==> config.mk <==
export PLATFORM = sky130hd
export DESIGN_NAME = dwt_row_framer
export DESIGN_NICKNAME = d
export VERILOG_FILES = /design/src/rtl/dwt_row_framer.sv
export SDC_FILE = /design/constraint.sdc
export NUM_CORES = 1
export LEC_CHECK = 0
export ABC_AREA = 0
export BUFFER_PORTS_ARGS = -buffer_cell sky130_fd_sc_hd__clkbuf_2
export CORE_MARGIN = 2
export CORE_UTILIZATION = 35
export DETAILED_ROUTE_END_ITERATION = 12
export HOLD_SLACK_MARGIN = 0.02
export PLACE_DENSITY = 0.63
export SLEW_MARGIN = 5
export SYNTH_ARGS = -nofsm -noshare
export SYNTH_HDL_FRONTEND = slang
export SYNTH_SLANG_ARGS = --single-unit
==> constraint.sdc <==
create_clock -name clk_i -period 3.35 [get_ports clk_i]
set_input_delay 0.5025 -clock clk_i [delete_from_list [all_inputs] [get_ports clk_i]]
set_output_delay 0.5025 -clock clk_i [all_outputs]
set_load 0.01 [all_outputs]
==> src/rtl/dwt_row_framer.sv <==
// Frame sequencer in front of the row-direction 9/7 DWT lifting pipeline.
// Adds sof/eol framing to a raw pair stream and tracks result rows until the frame drains.
module dwt_row_framer #(
   parameter int DataWidth       = 16,
   parameter int MaximumSideSize = 512,
   parameter int CntWidth        = $clog2(MaximumSideSize) + 1
) (
   input  logic                   clk_i,
   input  logic                   rst_i,
   input  logic                   start_i,
   input  logic                   abort_i,
   input  logic [CntWidth-1:0]    cfg_width_i,
   input  logic [CntWidth-1:0]    cfg_height_i,
   output logic                   busy_o,
   output logic                   done_o,
   output logic                   cfg_err_o,
   output logic                   s_ready_o,
   input  logic                   s_valid_i,
   input  logic [2*DataWidth-1:0] s_data_i,
   input  logic                   m_ready_i,
   output logic                   m_valid_o,
   output logic                   m_sof_o,
   output logic                   m_eol_o,
   output logic [2*DataWidth-1:0] m_data_o,
   output logic                   r_ready_o,
   input  logic                   r_valid_i,
   input  logic                   r_sof_i,
   input  logic                   r_eol_i,
   input  logic [2*DataWidth-1:0] r_data_i,
   input  logic                   d_ready_i,
   output logic                   d_valid_o,
   output logic                   d_sof_o,
   output logic                   d_eol_o,
   output logic [2*DataWidth-1:0] d_data_o
);

   localparam logic [CntWidth-1:0] MinWidth  = CntWidth'(4);
   localparam logic [CntWidth-1:0] MaxWidth  = CntWidth'(MaximumSideSize / 2);
   localparam logic [CntWidth-1:0] MaxHeight = CntWidth'(MaximumSideSize);
   localparam logic [CntWidth-1:0] One       = CntWidth'(1);

   typedef enum logic [1:0] {
      StIdle,
      StFeed,
      StDrain,
      StDone
   } state_t;

   state_t              r_state;
   logic [CntWidth-1:0] r_width;
   logic [CntWidth-1:0] r_height;
   logic [CntWidth-1:0] r_col;
   logic [CntWidth-1:0] r_row;
   logic [CntWidth-1:0] r_rrow;
   logic                r_cfgErr;

   logic                w_inFeed;
   logic                w_busy;
   logic                w_cfgOk;
   logic                w_lastCol;
   logic                w_lastRow;
   logic                w_mXfer;
   logic                w_rEolXfer;
   logic [CntWidth-1:0] w_rrowNext;

   assign w_inFeed   = (r_state == StFeed);
   assign w_busy     = (r_state == StFeed) || (r_state == StDrain);
   assign w_cfgOk    = (cfg_width_i >= MinWidth) && (cfg_width_i <= MaxWidth) &&
                       (cfg_height_i >= One) && (cfg_height_i <= MaxHeight);
   assign w_lastCol  = (r_col == r_width - One);
   assign w_lastRow  = (r_row == r_height - One);
   assign w_mXfer    = w_inFeed && s_valid_i && m_ready_i;
   assign w_rEolXfer = w_busy && r_valid_i && d_ready_i && r_eol_i;
   // Result row count saturates at the frame height.
   assign w_rrowNext = (w_rEolXfer && (r_rrow != r_height)) ? r_rrow + One : r_rrow;

   assign busy_o    = w_busy;
   assign done_o    = (r_state == StDone);
   assign cfg_err_o = r_cfgErr;

   assign s_ready_o = w_inFeed && m_ready_i;
   assign m_valid_o = w_inFeed && s_valid_i;
   assign m_sof_o   = w_inFeed && s_valid_i && (r_row == '0) && (r_col == '0);
   assign m_eol_o   = w_inFeed && s_valid_i && w_lastCol;
   assign m_data_o  = s_data_i;

   assign d_valid_o = r_valid_i;
   assign r_ready_o = d_ready_i;
   assign d_sof_o   = r_sof_i;
   assign d_eol_o   = r_eol_i;
   assign d_data_o  = r_data_i;

   // Frame sequencing; the last feed beat may jump straight to DONE when the results are already in.
   always_ff @(posedge clk_i or posedge rst_i) begin
      if (rst_i) begin
         r_state  <= StIdle;
         r_width  <= '0;
         r_height <= '0;
         r_col    <= '0;
         r_row    <= '0;
         r_rrow   <= '0;
         r_cfgErr <= 1'b0;
      end else begin
         r_cfgErr <= 1'b0;
         if (abort_i && (r_state != StIdle)) begin
            r_state <= StIdle;
            r_col   <= '0;
            r_row   <= '0;
            r_rrow  <= '0;
         end else begin
            case (r_state)
               StIdle: begin
                  if (start_i && !abort_i) begin
                     if (w_cfgOk) begin
                        r_state  <= StFeed;
                        r_width  <= cfg_width_i;
                        r_height <= cfg_height_i;
                        r_col    <= '0;
                        r_row    <= '0;
                        r_rrow   <= '0;
                     end else begin
                        r_cfgErr <= 1'b1;
                     end
                  end
               end
               StFeed: begin
                  r_rrow <= w_rrowNext;
                  if (w_mXfer) begin
                     if (w_lastCol) begin
                        r_col <= '0;
                        r_row <= r_row + One;
                        if (w_lastRow) begin
                           r_state <= (w_rrowNext == r_height) ? StDone : StDrain;
                        end
                     end else begin
                        r_col <= r_col + One;
                     end
                  end
               end
               StDrain: begin
                  r_rrow <= w_rrowNext;
                  if (w_rrowNext == r_height) begin
                     r_state <= StDone;
                  end
               end
               StDone: begin
                  r_state <= StIdle;
               end
               default: begin
                  r_state <= StIdle;
               end
            endcase
         end
      end
   end

endmodule
* Word level (Yosys, flattened, before mapping)
Cells that the tools add are included.
Storage, ports and cells: bits in registers 53, latch bits 0, memory bits (writable) 0, ROM bits 0, logic and storage cells 85, memories 0
Cells by class: add/subtract/negate cells 5, multiply operators 0, div/mod/pow operators 0, $lt $le $gt $ge 4, equality and inequality tests 13, shifts and indexed selects 0, muxes and demuxes 26, bitwise operators 1, reductions and logical operators 29
Operators by type and width (number):
- $mux W10 | 10
- $pmux W10 S2 | 3
- $add A10 B1 Y10 const B | 3
- $eq A10 B10 Y1 | 3
- $logic_not A10 Y1 | 2
- $sub A10 B1 Y10 const B | 2
- $logic_and A1 B1 Y1 | 15
- $mux W2 | 7
- $ne A3 B1 Y1 const B | 4
- $ge A10 B1 Y1 const B | 1
- $ge A10 B3 Y1 const B | 1
- $le A10 B10 Y1 const B | 1
- $le A10 B9 Y1 const B | 1
- $ne A10 B10 Y1 | 1
- $pmux W2 S4 | 1
- $reduce_and A4 Y1 | 2
- $ne A3 B3 Y1 const B | 2
- $reduce_and A6 Y1 | 1
- $reduce_bool A3 Y1 | 2
- $mux W1 | 5
- $reduce_and A5 Y1 | 1
- $eq A2 B2 Y1 const B | 2
- $reduce_and A3 Y1 | 1
- $eq A2 B1 Y1 const B | 1
- 6 further kinds | 6

* Depth between registers and ports, before layout
Gate-level depths: netlist of run 1.
depth in word-level cells 14, mapped depth 12, gate-level depth less buffers 10

* Least setup slack after synthesis of run 1
No wires, ideal clock.
path type reg-to-reg, start register r_width[2], end register r_state[0], arrival time 2.843 ns, data required time 3.263 ns, slack 0.420 ns, stages on the path, launching flop included 9, path buffers 0, period minus slack after synthesis 2.930 ns, path through dfrtp_1 > or4_4 > or4_4 > xnor2_2 > o311ai_1 > or2_4 > o31a_1 > or4_1 > o211ai_1
On the way: word-level cells in the longest chain between the ends 4
Ends and longest elaborated chain:
- start, declared | RTL line 50 | logic [CntWidth-1:0] r_width;
- start signal, assigned | RTL line 116 | r_width <= cfg_width_i;
- $sub A10 B1 Y10 | RTL line 70 | assign w_lastCol = (r_col == r_width - One);
- $eq A10 B10 Y1 | RTL line 70
- $ne A3 B1 Y1 (no source line)
- $reduce_and A6 Y1 (no source line)
- end signal, assigned | RTL line 96 | r_state <= StIdle;
- end signal, assigned | RTL line 106 | r_state <= StIdle;
- end signal, assigned | RTL line 115 | r_state <= StFeed;
- end, declared | RTL line 49 | state_t r_state;
No other way between the ends. A chain may end at the register's enable or synchronous reset.

* Final worst setup path of run 1
start register r_width[2], end output m_eol_o
On the way: word-level cells in the longest chain between the ends 3
Ends and longest elaborated chain:
- $sub A10 B1 Y10 | RTL line 70
- $eq A10 B10 Y1 | RTL line 70
- $logic_and A1 B1 Y1 | RTL line 84 | assign m_eol_o = w_inFeed && s_valid_i && w_lastCol;
- end, declared | RTL line 23 | output logic m_eol_o,
No other way between the ends.

==> impl_metrics.toml, run 1 <==
[route]
detail_route.first_pass.iterations = 5
drcViolationCount = 0
vias = 3317
m1WireLength_um = 4310
top_layer_used = "met4"
met3WireLength_um = 675
antenna_left = 0
via_per_inst = 5.45
met2_length_um = 4620
routedWlPerCell_um = 15.9
drtIter0Drc = 259
routed_wl_um = 9700

[floorplan]
core_mm2 = 0.0119
initial_core_util_pct = 35.5
die_w_um = 114
dieArea_mm2 = 0.0130
fp.dieH_um = 114
rows = 40
pin_count = 169

[synthesis]
syn-num-nets = 597
yosysWarnings = 0
synth_area_leader_cell = "dfrtp_1"
synth_most_common_cell = "buf_4"
syn_avg_cell_area_um2 = 8.59
synth_seq_cells = 53
synth-seq-area-share_pct = 31.4
synth_edf_count = 0
syn_area_mm2 = 0.00422
synthCells = 492
synth_cell_types = 60
ys_top_cells_by_count = "buf_4 (68), dfrtp_1 (53), nor2_1 (40)"
async_flop_share_pct = 100
synth-main-ff-cell = "dfrtp_1"
synth.area.top_cells = "dfrtp_1 (31%), buf_4 (12%), xnor2_1 (6.0%)"
netlist.area_leader.share_pct = 31.4

[power_and_ir_drop]
peakVddDrop_v = 0.000498
leakage_uw = 0.00181
power_density_mw_per_mm2 = 714

[timing]
tns_ns = 0
relSlewSlack_pct = 44.6
drv_slew = 0
final.period_utilization_pct = 95.1
fin_skew_ns = 0.0106
hold_violations = 0
rsz0062_at_grt = "false"
fin_crit_ns = 3.18
fmax_ghz = 0.314
setup_viol = 0
worstMarginPinSlew_ns = 0.830

[clocking]
insertion_delay_ns = 0.30
numCtsBuffers = 5
clk_path_buf_depth = 2
cts.htree.levels = 2
cts_root_buf = "clkbuf_16"
cts_tree = "built"
clk_pin_slew_ns = 0.07
cts_sinks = 53

[place]
io_buffers = 38
place_area_mm2 = 0.00407
gp_congestion = 0.913
dp_hpwl_um = 7390

[setup_path]
path_max_fanout = 7
critPathKind = "reg -> out"
crit_chain = "or4_4 -> or4_4 -> xnor2_2 -> o311ai_1 -> or2_4 -> nor2_2 -> clkbuf_2"
slowest_delay_ns = 0.59
worstSetupEndpointType = "output port"
critPathMostFrequentCell = "or4_4"
slowest_stage = "or4_4"
critPathArrivalTime_ns = 2.68
required_ns = 2.85
critical_path.startpoint_type = "register"

[grt]
track_usage_pct = 15.6
grt_pass1_wl_um = 16200
grt_pass1_vias = 3233
antenna_found_initial = 0
grt_max_degree = 40
grt-ovfl-total = 0

[status]
status = "finished clean"

[cells_and_area]
fillers = 1212
nets = 566
n_antenna_cell = 0
stdcell_area_mm2 = 0.00422
syn_to_final_growth_pct = -0.178
drive_above_1_share_pct = 17.7

[flow_run]
max_cap_viol_count = 0

[hold_path]
hold_path.class = "in -> async"
worst max-delay path, delay by kind of cell (launching register included):
kind | cells | cell delay, ns
AOI/OAI and AO/OA | 1 | 0.13
DFF | 1 | 0.44
buffers and inverters | 1 | 0.15
xor gates and xnor gates | 1 | 0.13
and+or+nand+nor | 4 | 1.54
stage by stage:
stage	std cells	power, µW	setup WS [ns]	util, %	hold slack [ns]
floorplan	492	2160	0.420	-	0.470
global placement	601	2440	0.330	34.2	0.511
detailed placement	601	2490	0.242	34.2	0.515
CTS	609	3010	0.114	35.4	0.396
global route	609	3270	0.0505	35.4	0.436
finish	609	3010	0.166	35.4	0.345
path summary, 6_finish.rpt:
path	cells after the start	from	endpoint	slack, ns
worst min-delay path	2	rst_i	r_width[1]$_DFFE_PP0P_	0.34
worst max register to register	8	r_width[2]$_DFFE_PP0P_	r_state[0]$_DFFE_PP0P_	0.21
worst max-delay path	7	r_width[2]$_DFFE_PP0P_	m_eol_o	0.17
worst min register to register	1	r_rrow[9]$_DFFE_PP0P_	r_rrow[9]$_DFFE_PP0P_	0.53
max in group asynchronous	3	rst_i	r_height[9]$_DFFE_PP0P_	2.27
min in group clk_i	3	cfg_width_i[0]	r_width[0]$_DFFE_PP0P_	0.43
state kept, by name, indices dropped and copies added, names as in the netlist:
name,cells
cfg_err_o,1
r_col,10
r_height,10
r_row,10
r_rrow,10
r_state,2
r_width,10
cell families after synthesis:
kind of cell               share of synthesized area (%)
DFF                                                 31.4
buffers and inverters                               15.6
AOI/OAI and AO/OA                                   12.4
xor gates and xnor gates                            10.5
and+or+nand+nor                                     22.6
adders and majority gates                           3.26
muxes                                               4.21
where the power goes:
| part | internal [µW] | switching, µW | total [µW] | leakage [µW] |
|---|---|---|---|---|
| Sequential | 784 | 231 | 1010 | 0.000705 |
| Combinational | 642 | 838 | 1480 | 0.00104 |
| Clock | 278 | 236 | 515 | 0.0000641 |
| Total | 1700 | 1310 | 3010 | 0.00181 |
layout make-up:
type	count	area [µm²]	share of cell area, %
multi-input cells	337	2240	53.2
inverters	17	63.8	1.51
well taps	147	184	4.36
clock buffers	7	133	3.15
repair buffers	47	258	6.11
flip-flops and latches	53	1330	31.5
clock inverters	1	7.51	0.178
cells in the final DEF, fill, tap and decap left out, types with 11 or more instances in the layout:
| master | instances |
|---|---|
| xnor2_1 | 29 |
| dfrtp_1 | 53 |
| nand4_1 | 13 |
| inv_1 | 16 |
| nand3_1 | 16 |
| xor2_1 | 20 |
| mux2_2 | 14 |
| nor3_1 | 13 |
| nor2_1 | 38 |
| clkbuf_2 | 38 |
| nand2_1 | 33 |
| o21ai_0 | 32 |
| ha_1 | 11 |
layer usage:
layer  vias up  track usage [%]
li1       1600                -
met1      1595             20.3
met2       110             25.9
met3        12             4.14
met4         0             3.90
met5         -                0
what timing repair did:
| action | CTS | global route |
|---|---|---|
| buffers inserted | 0 | 0 |
| gates resized for setup | 0 | 1 |
| endpoints found under the setup margin | 0 | 1 |
| hold buffers | 0 | 0 |
| hold endpoints to repair | 0 | 0 |
No activity file was read; power rests on OpenSTA's default activity.
==> run 2, diff against run 1 <==
--- a/config.mk
+++ b/config.mk
@@ -7,6 +7,7 @@
 export LEC_CHECK = 0
 export ABC_AREA = 0
 export BUFFER_PORTS_ARGS = -buffer_cell sky130_fd_sc_hd__clkbuf_2
+export CORE_ASPECT_RATIO = 1.5
 export CORE_MARGIN = 2
 export CORE_UTILIZATION = 35
 export DETAILED_ROUTE_END_ITERATION = 12
==> run 2 against run 1 <==
Power is 1.3% higher. Sequential cell count unchanged. Maximum frequency shrank 0.33%. Cell count is 1.5% higher. Worst hold slack got worse by 0.092 ns. Clock power barely moved. Non-clock buffer count increased by 3. Largest power group unchanged.
==> impl_metrics.toml, run 2 (synthesized netlist as in run 1, its figures left out) <==
[timing]
final.period_utilization_pct = 95.4
tns_ns = 0
hold_violations = 0
relSlewSlack_pct = 59.6
worstMarginPinSlew_ns = 0.605
setup_viol = 0
setup_ws_ns = 0.155
drv_slew = 0
fin_skew_ns = 0.00816
fmax_ghz = 0.313
fin_crit_ns = 3.19
rsz0062_at_grt = "false"

[clocking]
clk_path_buf_depth = 2
numCtsBuffers = 5
cts.htree.levels = 2
cts_setup_buffers = 0
clk_pin_slew_ns = 0.07
cts_sinks = 53
cts_tree = "built"
cts_root_buf = "clkbuf_16"
hold_buffers = 0
insertion_delay_ns = 0.30
ctsResizeCount = 0

[grt]
grt_max_degree = 29
antenna_found_initial = 0
grt_pass1_wl_um = 17100
grt-ovfl-total = 0
track_usage_pct = 16.7
grt_pass1_vias = 3419

[cells_and_area]
n_antenna_cell = 0
drive_above_1_share_pct = 18.3
seq_area_mm2 = 0.00133
syn_to_final_growth_pct = 0.444
layout_commonest_cell = "dfrtp_1"
fillers = 1258
layout_common_cells = "dfrtp_1 (53), nor2_1 (39), clkbuf_2 (38), nand2_1 (33), o21ai_0 (32)"
nets = 569
multi_input_area_mm2 = 0.00224

[floorplan]
fp.dieH_um = 139
core_mm2 = 0.0119
pin_count = 169
initial_core_util_pct = 35.5
die_w_um = 93.7
dieArea_mm2 = 0.0130
rows = 49

[route]
antenna_left = 0
vias = 3418
drtIter0Drc = 183
routed_wl_um = 10500
detail_route.first_pass.iterations = 4
routedWlPerCell_um = 17.0
drcViolationCount = 0
via_per_inst = 5.53

[setup_path]
rr_endpoint = "r_state[0]$_DFFE_PP0P_"
critPathMostFrequentCell = "or4_4"
crit_chain = "or4_4 -> or4_4 -> xnor2_2 -> o311ai_1 -> or2_4 -> nor2_1 -> clkbuf_2"
critical_path.startpoint_type = "register"
critPathArrivalTime_ns = 2.69
r2r_slack_ns = 0.24
worstSetupEndpointType = "output port"
path_max_fanout = 7
slowest_stage = "or4_4"
r2r_start = "r_width[2]$_DFFE_PP0P_"
reg2reg_depth = 8
critPathKind = "reg -> out"
slowest_delay_ns = 0.58
required_ns = 2.85

[power_and_ir_drop]
total_power_uw = 3050
peakVddDrop_v = 0.000263
leakage_uw = 0.00183
power_density_mw_per_mm2 = 718

[hold_path]
hold_path.class = "in -> async"

[place]
place_ws_ns = 0.258
io_buffers = 38
gp_congestion = 0.834
dp_hpwl_um = 8300

[flow_run]
max_cap_viol_count = 0

[status]
status = "finished clean"
[run 2: cell count changes in the layout (fill, tap and decap cells not counted)]
cell,previous run,this run
buf_4,9,12
clkbuf_1,2,1
clkinv_2,0,2
clkinvlp_4,1,0
nor2_1,38,39
nor2_2,2,1
[run 2: power breakdown]
group	switching [µW]	internal (µW)	leakage [µW]
logic	833	675	0.00106
clock network	237	275	0.0000706
registers	243	783	0.000705
[run 2: per-stage QoR]
step	area [µm²]	hold WS (ns)	utilization [%]	std cells
after floorplan	4220	0.470	-	492
after global placement	4100	0.503	34.5	610
after detailed placement	4100	0.514	34.5	610
after CTS	4240	0.277	35.7	618
after global routing	4240	0.320	35.7	618
final	4240	0.253	35.7	618
[run 2: layer usage]
metal | track usage (%) | vias up | wire (µm)
met1 | 16.5 | 1648 | 3740
met4 | 12.6 | 0 | 695
li1 | - | 1617 | -
met5 | 0 | - | 0
met2 | 30.2 | 88 | 5590
met3 | 2.83 | 65 | 492
[run 2: area by class of cell]
class                      instances  area share [%]
clock inverter                     2           0.236
clock buffer                       6            3.04
tap                              153            4.51
timing repair buffer              50            6.61
sequential                        53            31.3
multi-input combinational        337            52.8
inverter                          17            1.50
[run 2: worst max path at each step]
stage	from	to	slack, ns	cells after the start
6_report	r_width[2]$_DFFE_PP0P_	m_eol_o	0.16	7
5_1_grt	r_width[2]$_DFFE_PP0P_	m_eol_o	0.02	7
2_1_floorplan	r_width[2]$_DFFE_PP0P_	r_state[0]$_DFFE_PP0P_	0.42	8
4_1_cts	r_width[2]$_DFFE_PP0P_	m_eol_o	0.1	7
3_5_place_dp	r_width[2]$_DFFE_PP0P_	r_state[0]$_DFFE_PP0P_	0.26	8
3_3_place_gp	r_width[2]$_DFFE_PP0P_	r_state[0]$_DFFE_PP0P_	0.32	8
[run 2: worst max-delay path: cells and delay by family, from the launching register on]
| kind | cells | cell delay [ns] |
|---|---|---|
| AOI/OAI and AO/OA | 1 | 0.15 |
| xor gates and xnor gates | 1 | 0.13 |
| buffers and inverters | 1 | 0.16 |
| DFF | 1 | 0.44 |
| and+or+nand+nor | 4 | 1.53 |
